### src/rtl/fetch_pc_unit_if.sv
// Fetch/PC stage bus: instruction memory, decoder hand-off, decoder
// controls, accelerator arbitration and status. The master modport is the
// fetch unit; the slave modport is memory, decoder and accelerator.
// fsm_state exposes the fetch FSM encoding for observation.
interface fetch_pc_unit_if #(
   parameter int unsigned PC_W = 16
);
   logic [PC_W-1:0] imem_addr;
   logic [15:0]     imem_data;
   logic [15:0]     instr;
   logic [PC_W-1:0] pc;
   logic [PC_W-1:0] pc_plus1;
   logic            PC_src;
   logic            Jmp;
   logic            Jalr;
   logic            Jr;
   logic            Hlt;
   logic [15:0]     rd_data;
   logic            acc_busy;
   logic            acc_start;
   logic            stalled;
   logic            halted;
   logic [31:0]     retire_cnt;
   logic [1:0]      fsm_state;

   modport master (
      output imem_addr, instr, pc, pc_plus1, acc_start, stalled, halted,
             retire_cnt, fsm_state,
      input  imem_data, PC_src, Jmp, Jalr, Jr, Hlt, rd_data, acc_busy
   );

   modport slave (
      input  imem_addr, instr, pc, pc_plus1, acc_start, stalled, halted,
             retire_cnt, fsm_state,
      output imem_data, PC_src, Jmp, Jalr, Jr, Hlt, rd_data, acc_busy
   );
endinterface

### src/rtl/fetch_pc_unit.sv
// Instruction fetch and program counter for the single-cycle core.
// Fetch-to-decode is combinational: the word at imem_addr issues in the
// same cycle unless the core is stalled on the accelerator or halted.
// MVM (11111) and DIC (11110) are held while the accelerator is busy; an
// MVM that issues raises acc_start for that single cycle.
// Handshake: an instruction is consumed (retired) on a rising edge exactly
// when issue is high; acc_start is a one-cycle launch with no ready return,
// and acc_busy acts as the accelerator's not-ready for MVM/DIC.
module fetch_pc_unit #(
   parameter int unsigned     PC_W     = 16,
   parameter logic [PC_W-1:0] RESET_PC = '0,
   parameter logic [15:0]     BUBBLE   = 16'h7800
) (
   input logic            clk,
   input logic            rst,
   fetch_pc_unit_if.master bus
);

   typedef enum logic [1:0] {
      S_RUN   = 2'd0,
      S_STALL = 2'd1,
      S_HALT  = 2'd2
   } state_t;

   localparam logic [4:0] OP_DIC = 5'b11110;
   localparam logic [4:0] OP_MVM = 5'b11111;

   state_t          state;
   logic [PC_W-1:0] pc_q;
   logic [31:0]     retire_q;

   logic [4:0]      op;
   logic            hold;
   logic            issue;
   logic [PC_W-1:0] pc_inc;
   logic [PC_W-1:0] next_pc;

   // Offsets are sign-extended to the PC width so the add wraps modulo 2^PC_W.
   function automatic logic [PC_W-1:0] sext11(input logic [10:0] v);
      logic signed [31:0] ext;
      ext = 32'($signed(v));
      return ext[PC_W-1:0];
   endfunction

   function automatic logic [PC_W-1:0] sext8(input logic [7:0] v);
      logic signed [31:0] ext;
      ext = 32'($signed(v));
      return ext[PC_W-1:0];
   endfunction

   // Issue decision: accelerator ops wait for acc_busy low; hold is purely
   // combinational so a busy drop in the same cycle issues without a stall.
   always_comb begin
      op    = bus.imem_data[15:11];
      hold  = ((op == OP_DIC) || (op == OP_MVM)) && bus.acc_busy;
      issue = (state == S_RUN) && !rst && !hold;
   end

   // Next-PC selection for the issuing instruction; Hlt is handled in the FSM
   // and takes priority over every target here.
   always_comb begin
      pc_inc = pc_q + PC_W'(1);
      if (bus.Jr || bus.Jalr) begin
         next_pc = bus.rd_data[PC_W-1:0];
      end else if (bus.Jmp) begin
         next_pc = pc_inc + sext11(bus.imem_data[10:0]);
      end else if (bus.PC_src && (bus.imem_data[15:14] == 2'b10)) begin
         next_pc = pc_inc + sext11(bus.imem_data[10:0]);
      end else if (bus.PC_src) begin
         next_pc = pc_inc + sext8(bus.imem_data[7:0]);
      end else begin
         next_pc = pc_inc;
      end
   end

   // Fetch FSM with PC and retire counter; reset drops any pending MVM/DIC.
   always_ff @(posedge clk) begin
      if (rst) begin
         state    <= S_RUN;
         pc_q     <= RESET_PC;
         retire_q <= '0;
      end else begin
         case (state)
            S_RUN: begin
               if (hold) begin
                  state <= S_STALL;
               end else begin
                  retire_q <= retire_q + 32'd1;
                  if (bus.Hlt) begin
                     state <= S_HALT;
                  end else begin
                     pc_q <= next_pc;
                  end
               end
            end
            S_STALL: begin
               if (!bus.acc_busy) begin
                  state <= S_RUN;
               end
            end
            S_HALT: begin
               state <= S_HALT;
            end
            default: begin
               state <= S_RUN;
            end
         endcase
      end
   end

   // Output drive.
   always_comb begin
      bus.imem_addr  = pc_q;
      bus.pc         = pc_q;
      bus.pc_plus1   = pc_inc;
      bus.instr      = issue ? bus.imem_data : BUBBLE;
      bus.acc_start  = issue && (op == OP_MVM);
      bus.stalled    = !rst && ((state == S_STALL) || ((state == S_RUN) && hold));
      bus.halted     = (state == S_HALT) && !rst;
      bus.retire_cnt = retire_q;
      bus.fsm_state  = state;
   end

endmodule

### src/flat_wrapper.sv
// flat-port wrapper written by rule: the top's interface ports become plain ports
module fetch_pc_unit_flat 
#(
   parameter int unsigned     PC_W     = 16,
   parameter logic [PC_W-1:0] RESET_PC = '0,
   parameter logic [15:0]     BUBBLE   = 16'h7800
)
  (clk, rst, bus_imem_addr, bus_instr, bus_pc, bus_pc_plus1, bus_acc_start, bus_stalled, bus_halted, bus_retire_cnt, bus_fsm_state, bus_imem_data, bus_PC_src, bus_Jmp, bus_Jalr, bus_Jr, bus_Hlt, bus_rd_data, bus_acc_busy);
  fetch_pc_unit_if #(.PC_W(PC_W)) bus_i ();
  input logic clk;
  input logic rst;
  output wire logic [$bits(bus_i.imem_addr)-1:0] bus_imem_addr;
  output wire logic [$bits(bus_i.instr)-1:0] bus_instr;
  output wire logic [$bits(bus_i.pc)-1:0] bus_pc;
  output wire logic [$bits(bus_i.pc_plus1)-1:0] bus_pc_plus1;
  output wire logic [$bits(bus_i.acc_start)-1:0] bus_acc_start;
  output wire logic [$bits(bus_i.stalled)-1:0] bus_stalled;
  output wire logic [$bits(bus_i.halted)-1:0] bus_halted;
  output wire logic [$bits(bus_i.retire_cnt)-1:0] bus_retire_cnt;
  output wire logic [$bits(bus_i.fsm_state)-1:0] bus_fsm_state;
  input wire logic [$bits(bus_i.imem_data)-1:0] bus_imem_data;
  input wire logic [$bits(bus_i.PC_src)-1:0] bus_PC_src;
  input wire logic [$bits(bus_i.Jmp)-1:0] bus_Jmp;
  input wire logic [$bits(bus_i.Jalr)-1:0] bus_Jalr;
  input wire logic [$bits(bus_i.Jr)-1:0] bus_Jr;
  input wire logic [$bits(bus_i.Hlt)-1:0] bus_Hlt;
  input wire logic [$bits(bus_i.rd_data)-1:0] bus_rd_data;
  input wire logic [$bits(bus_i.acc_busy)-1:0] bus_acc_busy;
  assign bus_imem_addr = bus_i.imem_addr;
  assign bus_instr = bus_i.instr;
  assign bus_pc = bus_i.pc;
  assign bus_pc_plus1 = bus_i.pc_plus1;
  assign bus_acc_start = bus_i.acc_start;
  assign bus_stalled = bus_i.stalled;
  assign bus_halted = bus_i.halted;
  assign bus_retire_cnt = bus_i.retire_cnt;
  assign bus_fsm_state = bus_i.fsm_state;
  assign bus_i.imem_data = bus_imem_data;
  assign bus_i.PC_src = bus_PC_src;
  assign bus_i.Jmp = bus_Jmp;
  assign bus_i.Jalr = bus_Jalr;
  assign bus_i.Jr = bus_Jr;
  assign bus_i.Hlt = bus_Hlt;
  assign bus_i.rd_data = bus_rd_data;
  assign bus_i.acc_busy = bus_acc_busy;
  fetch_pc_unit #(.PC_W(PC_W), .RESET_PC(RESET_PC), .BUBBLE(BUBBLE)) u_core (.clk(clk), .rst(rst), .bus(bus_i));
endmodule
### config.mk
export PLATFORM = sky130hd
export DESIGN_NAME = fetch_pc_unit_flat
export DESIGN_NICKNAME = d
export VERILOG_FILES = /design/src/rtl/fetch_pc_unit_if.sv /design/src/rtl/fetch_pc_unit.sv /design/src/flat_wrapper.sv
export SDC_FILE = /design/constraint.sdc
export NUM_CORES = 1
export LEC_CHECK = 0
export CAP_MARGIN = 10
export CORE_MARGIN = 2
export CORE_UTILIZATION = 25
export DETAILED_ROUTE_END_ITERATION = 16
export PLACE_DENSITY = 0.46
export SLEW_MARGIN = 20
export SYNTH_ARGS = -nofsm -noshare
export SYNTH_HDL_FRONTEND = slang
export SYNTH_SLANG_ARGS = --single-unit
### constraint.sdc
create_clock -name clk -period 5.9 [get_ports clk]
set_clock_uncertainty 0.15 [all_clocks]
set_input_delay 0.59 -clock clk [delete_from_list [all_inputs] [get_ports clk]]
set_output_delay 0.59 -clock clk [all_outputs]
set_load 0.02 [all_outputs]
; Yosys cells after proc, flatten, opt, wreduce, memory -nomap -nowiden
; Cells that the tools add are included.
[totals]
inputBits = 40
wordCells = 42
reg_bits = 50
out_inout_bits = 101
[op_classes]
n_bitwise = 2
add_sub_neg = 4
mux = 9
n_eq_ne = 7
n_reduce_logical = 17
[ops]
columns = cell, n
row1 = 16-bit 2-to-1 mux, 5
row2 = 16-bit adder, 2
row3 = 32-bit by 1-bit adder with 32-bit output (second input constant), 1
row4 = 16-bit by 1-bit adder with 16-bit output (second input constant), 1
row5 = 5-bit == test (second input constant), 2
row6 = 1-bit logical AND, 8
row7 = 2-bit 2-to-1 mux, 3
row8 = 2-bit one-hot mux with 3 select lines, 1
row9 = 2-bit == test (second input constant), 2
row10 = 2-bit AND reduction, 2
row11 = 1-bit logical OR, 3
row12 = 3-bit by 2-bit != test with 1-bit output (second input constant), 1
row13 = 3-bit AND reduction, 1
row14 = 2-bit by 1-bit == test with 1-bit output (second input constant), 1
row15 = 1-bit zero test, 2
row16 = 2-bit zero test, 1
row17 = 2-bit != test (second input constant), 1
row18 = 1-bit NOT, 2

; Depth between registers and ports, before layout
[logic_depth]
word_depth = 6
mapped_depth = 13
ltp_nobuf = 13

; Worst setup path before layout
; Ideal clock, no wire load.
[synth_timing]
path_type = flip-flop to flip-flop
startpoint = reg u_core.pc_q[2] (netlist: u_core.bus.imem_addr[2])
endpoint = reg u_core.pc_q[11] (netlist: u_core.bus.imem_addr[11])
t_required_ns = 5.619
setup_time_ns = 0.131
arrival_time_ns = 3.442
stages_incl_launch_ff = 14
path_buffers = 0
period_less_slack_ns = 3.724
slack_ns = 2.176
cell_sequence = dfxtp_1 -> and4_1 -> and3_1 -> nand2_1 -> xnor2_1 -> ha_1 -> a21oi_1 -> nand2_1 -> nor3_2 -> o31ai_1 -> a211o_1 -> a311oi_1 -> o311a_1 -> nor3_1
[synth_between]
elab_chain_len = 6
elab_cells_between_ends = 7
classes_between = add/sub (3) / mux (4)
[synth_rtl]
columns = element, line
row1 = "start, declared", fetch_pc_unit.sv:29  ; logic [PC_W-1:0] pc_q;
row2 = "start signal, assigned", fetch_pc_unit.sv:92  ; pc_q <= next_pc;
row3 = 16-bit by 1-bit adder with 16-bit output (*), fetch_pc_unit.sv:62  ; pc_inc = pc_q + PC_W'(1);
row4 = via bus_pc_plus1[8], flat_wrapper.sv:15  ; output wire logic [$bits(bus_i.pc_plus1)-1:0] bus_pc_plus1;
row5 = 16-bit adder, fetch_pc_unit.sv:70  ; next_pc = pc_inc + sext8(bus.imem_data[7:0]);
row6 = 16-bit 2-to-1 mux, fetch_pc_unit.sv:69  ; end else if (bus.PC_src) begin
row7 = 16-bit 2-to-1 mux, fetch_pc_unit.sv:67  ; end else if (bus.PC_src && (bus.imem_data[15:14] == 2'b10)) begin
row8 = 16-bit 2-to-1 mux (*), fetch_pc_unit.sv:65  ; end else if (bus.Jmp) begin
row9 = 16-bit 2-to-1 mux (*), fetch_pc_unit.sv:63  ; if (bus.Jr || bus.Jalr) begin
; Mark *: on every way through the listed nets, which the timed path passes. The rest lies on a longest branch.
; A chain may end at the register's enable or synchronous reset.

; Worst setup path after layout
[layout_timing]
startpoint = reg u_core.pc_q[2] (netlist: u_core.bus.imem_addr[2])
endpoint = reg u_core.pc_q[15] (netlist: u_core.bus.imem_addr[15])
[layout_between]
elab_chain_len = 6
elab_cells_between_ends = 7
classes_between = add/sub (3) / mux (4)
[layout_rtl]
columns = element, line
row1 = 16-bit by 1-bit adder with 16-bit output (*), fetch_pc_unit.sv:62
row2 = 16-bit adder, fetch_pc_unit.sv:70
row3 = 16-bit 2-to-1 mux, fetch_pc_unit.sv:69
row4 = 16-bit 2-to-1 mux, fetch_pc_unit.sv:67
row5 = 16-bit 2-to-1 mux (*), fetch_pc_unit.sv:65
row6 = 16-bit 2-to-1 mux (*), fetch_pc_unit.sv:63
; Every way passes the cells marked *; elsewhere a longest branch is shown, timed or not.

==> results.md <==
* Outcome: finished clean
* Top-area cell type share of the netlist area at 23.85%
* Residual DRC at 0
* Later-pin clock latency in the skew report at slightly below 300 ps
* Worst-case reg-to-reg path depth at 13
* Number of global-route vias before repair at 4288
* Setup bufs post-CTS at 0
* EDFF count, synth at 0
* Area of the multi-input gates at 2962 um2
* Yosys warning total at 0
* Initial antenna violation count at 1
* Core area at 16520 um2
* Grt ovf at 0
* Final wirelength at 14950 um
* Leading area contributor after synthesis: dfxtp_1
* Die area at 17840 um2
* Initial core utilization at about a quarter
* Max IR drop VDD at 0.1149 mV
* Ports at 141
* Antenna Nets Post-Route at 0
* Hold Path Stages at 2
* Root Buffer: clkbuf_16
* Starting DRT DRC Count at 189
* Clk sinks at 50
* Post-synth top cells: nor2_1 (52), dfxtp_1 (50), nand2_1 (50), a21oi_1 (34)
* Clk slew on worst S/H paths at 70 ps
* Port bufs at 140
* Finished Cell Area at 5883 um2
* Worst Setup End Kind: flip-flop
* Unrepaired setup endpoints after global routing: false
* Min cycle time layout at 3921 ps
* Routed vias/inst at roughly 5
* Largest net degree at the start of global routing at 52
* Max Slew Vio Count at 0
* Routed vias at 4462
* Die X at 133.6 um
* CTS H-tree lvls at 2
* Final period utilization at 66.45%
* First-pass GRT wire length at 23370 um
* Internal Power at 731.1 uW
* Slew HR at 39.80%
* Switching pwr at approximately 380 uW
* Area grow syn2layout at 40.15%
* CTS Buf Count at 5
* Switching part of the total power at between 30% and 40%
* Clock Tree Buf Depth at 2
* Synth area leaders: dfxtp_1 (24%), ha_1 (7.7%), xor2_1 (5.0%)
* Post-placement cell area at 5717 um2
* Syn Nets at about 600
* Seq/Total Area, Yosys at 23.85%
* Syn Std Cell Area at around 4200 um2
* MaxCap Viol Count at 0
* Cell with the most instances after synthesis: nor2_1
* Iteration count of the initial detailed-routing pass at 4
* Synth unique cells at 68
* Post-Synthesis Cells at 541
* Sequential power share at 33.4%
* Final Hold Viols at 0
* Post-DP HPWL at 11520 um
* WL/cell at 17.00 um
* Power per cell area at 188.9 nW/um2
* Worst path required time at roughly 6000 ps
* Critical path fanouts, max at 8
* Top_reg_cell synth: dfxtp_1
* Critical Path Start Type: flip-flop
* # setup viols final at 0
* CTS tree: yes
* Pleak at 2.189 nW
* TNS Setup at 0 ps
* Fill cells at 1702
* Row cnt at 47
* Crit Path Category: flip-flop to flip-flop
* Proportion of layout cells with a drive suffix above 1 at about 5%
* #FFs+latches synth at 50
* GPL Wtd Cong at a little over 0.9
* F_max at 255.1 MHz
* Die H at ~130 um
* Worst hold path type: flip-flop to flip-flop
* Hold Buf Count CTS at 0
* Avg Cell Area, Syn at approximately 7.8 um2
* Arrival @ worst endpoint at 3920 ps
* Comb pwr share at 37.0%
* Asr flop ratio synth at 0%
* Nets at 725
* Register Area at 1001 um2
* Antenna cells at 0
* Clock share of power at 29.6%
* Actual slew at the worst max-slew pin at 898.8 ps
* Global router's overall resource usage at 16.36%
* Post_cts resized at 0
==> sequential cells by signal, summed over array words and instances, names as in the netlist <==
register               flops
u_core.bus.fsm_state       2
u_core.bus.retire_cnt     32
u_core.bus.imem_addr      16
==> worst max-delay path: stages, from the launching register on <==
cell and delay [ps]:
dfxtp_1 460, and4_1 330, and3_1 250, nand3_1 110, xnor2_1 480, ha_1 370
a211oi_1 250, nor2b_1 190, nor4bb_1 330, a31o_1 190, a21oi_1 50, nand4_1 100
nor4b_1 400, o41ai_2 110
==> cell usage in the layout, fill, tap and decap left out, drive strengths merged, types with 14 or more instances in the layout <==
cell,synthesis,layout
clkdlybuf4s50,0,139
xnor2,23,23
nand2,53,53
xor2,24,24
a21oi,35,35
nor2,52,52
and3,23,23
nand4,16,16
dfxtp,50,50
o21ai,27,27
nor3,14,14
nand3,26,26
ha,26,26
==> stage by stage <==
stage | worst slack, ps | instances | util, % | power, mW | hold WS (ps)
CTS | 2070 | 879 | 35.60 | 1.128 | 352.0
global route | 1654 | 879 | 35.60 | 1.180 | 371.8
floorplan | 2176 | 541 | - | 0.6306 | 412.1
finish | 1979 | 879 | 35.60 | 1.111 | 350.5
global placement | 2052 | 871 | 34.60 | 0.7879 | 336.3
detailed placement | 2038 | 871 | 34.60 | 0.7890 | 336.7
==> area by class of cell <==
type | instances | area share, %
Clock inverter | 2 | 0.6380
Multi-Input combinational cell | 445 | 50.34
Sequential cell | 50 | 17.01
Clock buffer | 6 | 2.191
Tap cell | 220 | 4.679
Inverter | 10 | 0.6380
Timing Repair Buffer | 146 | 24.50
==> power by group through the flow <==
stage / Clock [mW] / Sequential, mW / Combinational [mW]
after global routing: 0.357 / 0.373 / 0.450
after detailed placement: 0 / 0.379 / 0.410
after CTS: 0.345 / 0.371 / 0.413
after floorplan: 0 / 0.387 / 0.243
after global placement: 0 / 0.378 / 0.410
final: 0.329 / 0.371 / 0.412
==> worst paths after layout <==
kind / start / to / slack (ps)
max: u_core.bus.imem_addr[2] / u_core.bus.imem_addr[15] / 1980
min: u_core.bus.retire_cnt[31] / u_core.bus.retire_cnt[31] / 350
max reg2reg: u_core.bus.imem_addr[2] / u_core.bus.imem_addr[15] / 1980
min reg2reg: u_core.bus.retire_cnt[31] / u_core.bus.retire_cnt[31] / 350
==> metal layers <==
layer  global-route usage, %  vias to the layer above  share of wire (%)
met5                       0                        -                  0
met4                   3.191                        0                1.1
met3                   3.691                       17                7.0
met2                   28.64                      143                 48
met1                   20.66                     2085                 44
li1                        -                     2217                  -
==> cell families (layout without fill, tap and decap cells) <==
group	Yosys count	in the layout	synth area share, %
compound gates	135	135	22.42
xor+xnor	47	47	9.806
fa+ha+maj	27	27	8.226
buf+inv	46	164	5.604
flops	50	50	23.85
mux	3	3	0.7154
simple gates	233	233	29.39
(Power assumes the default switching activity.)
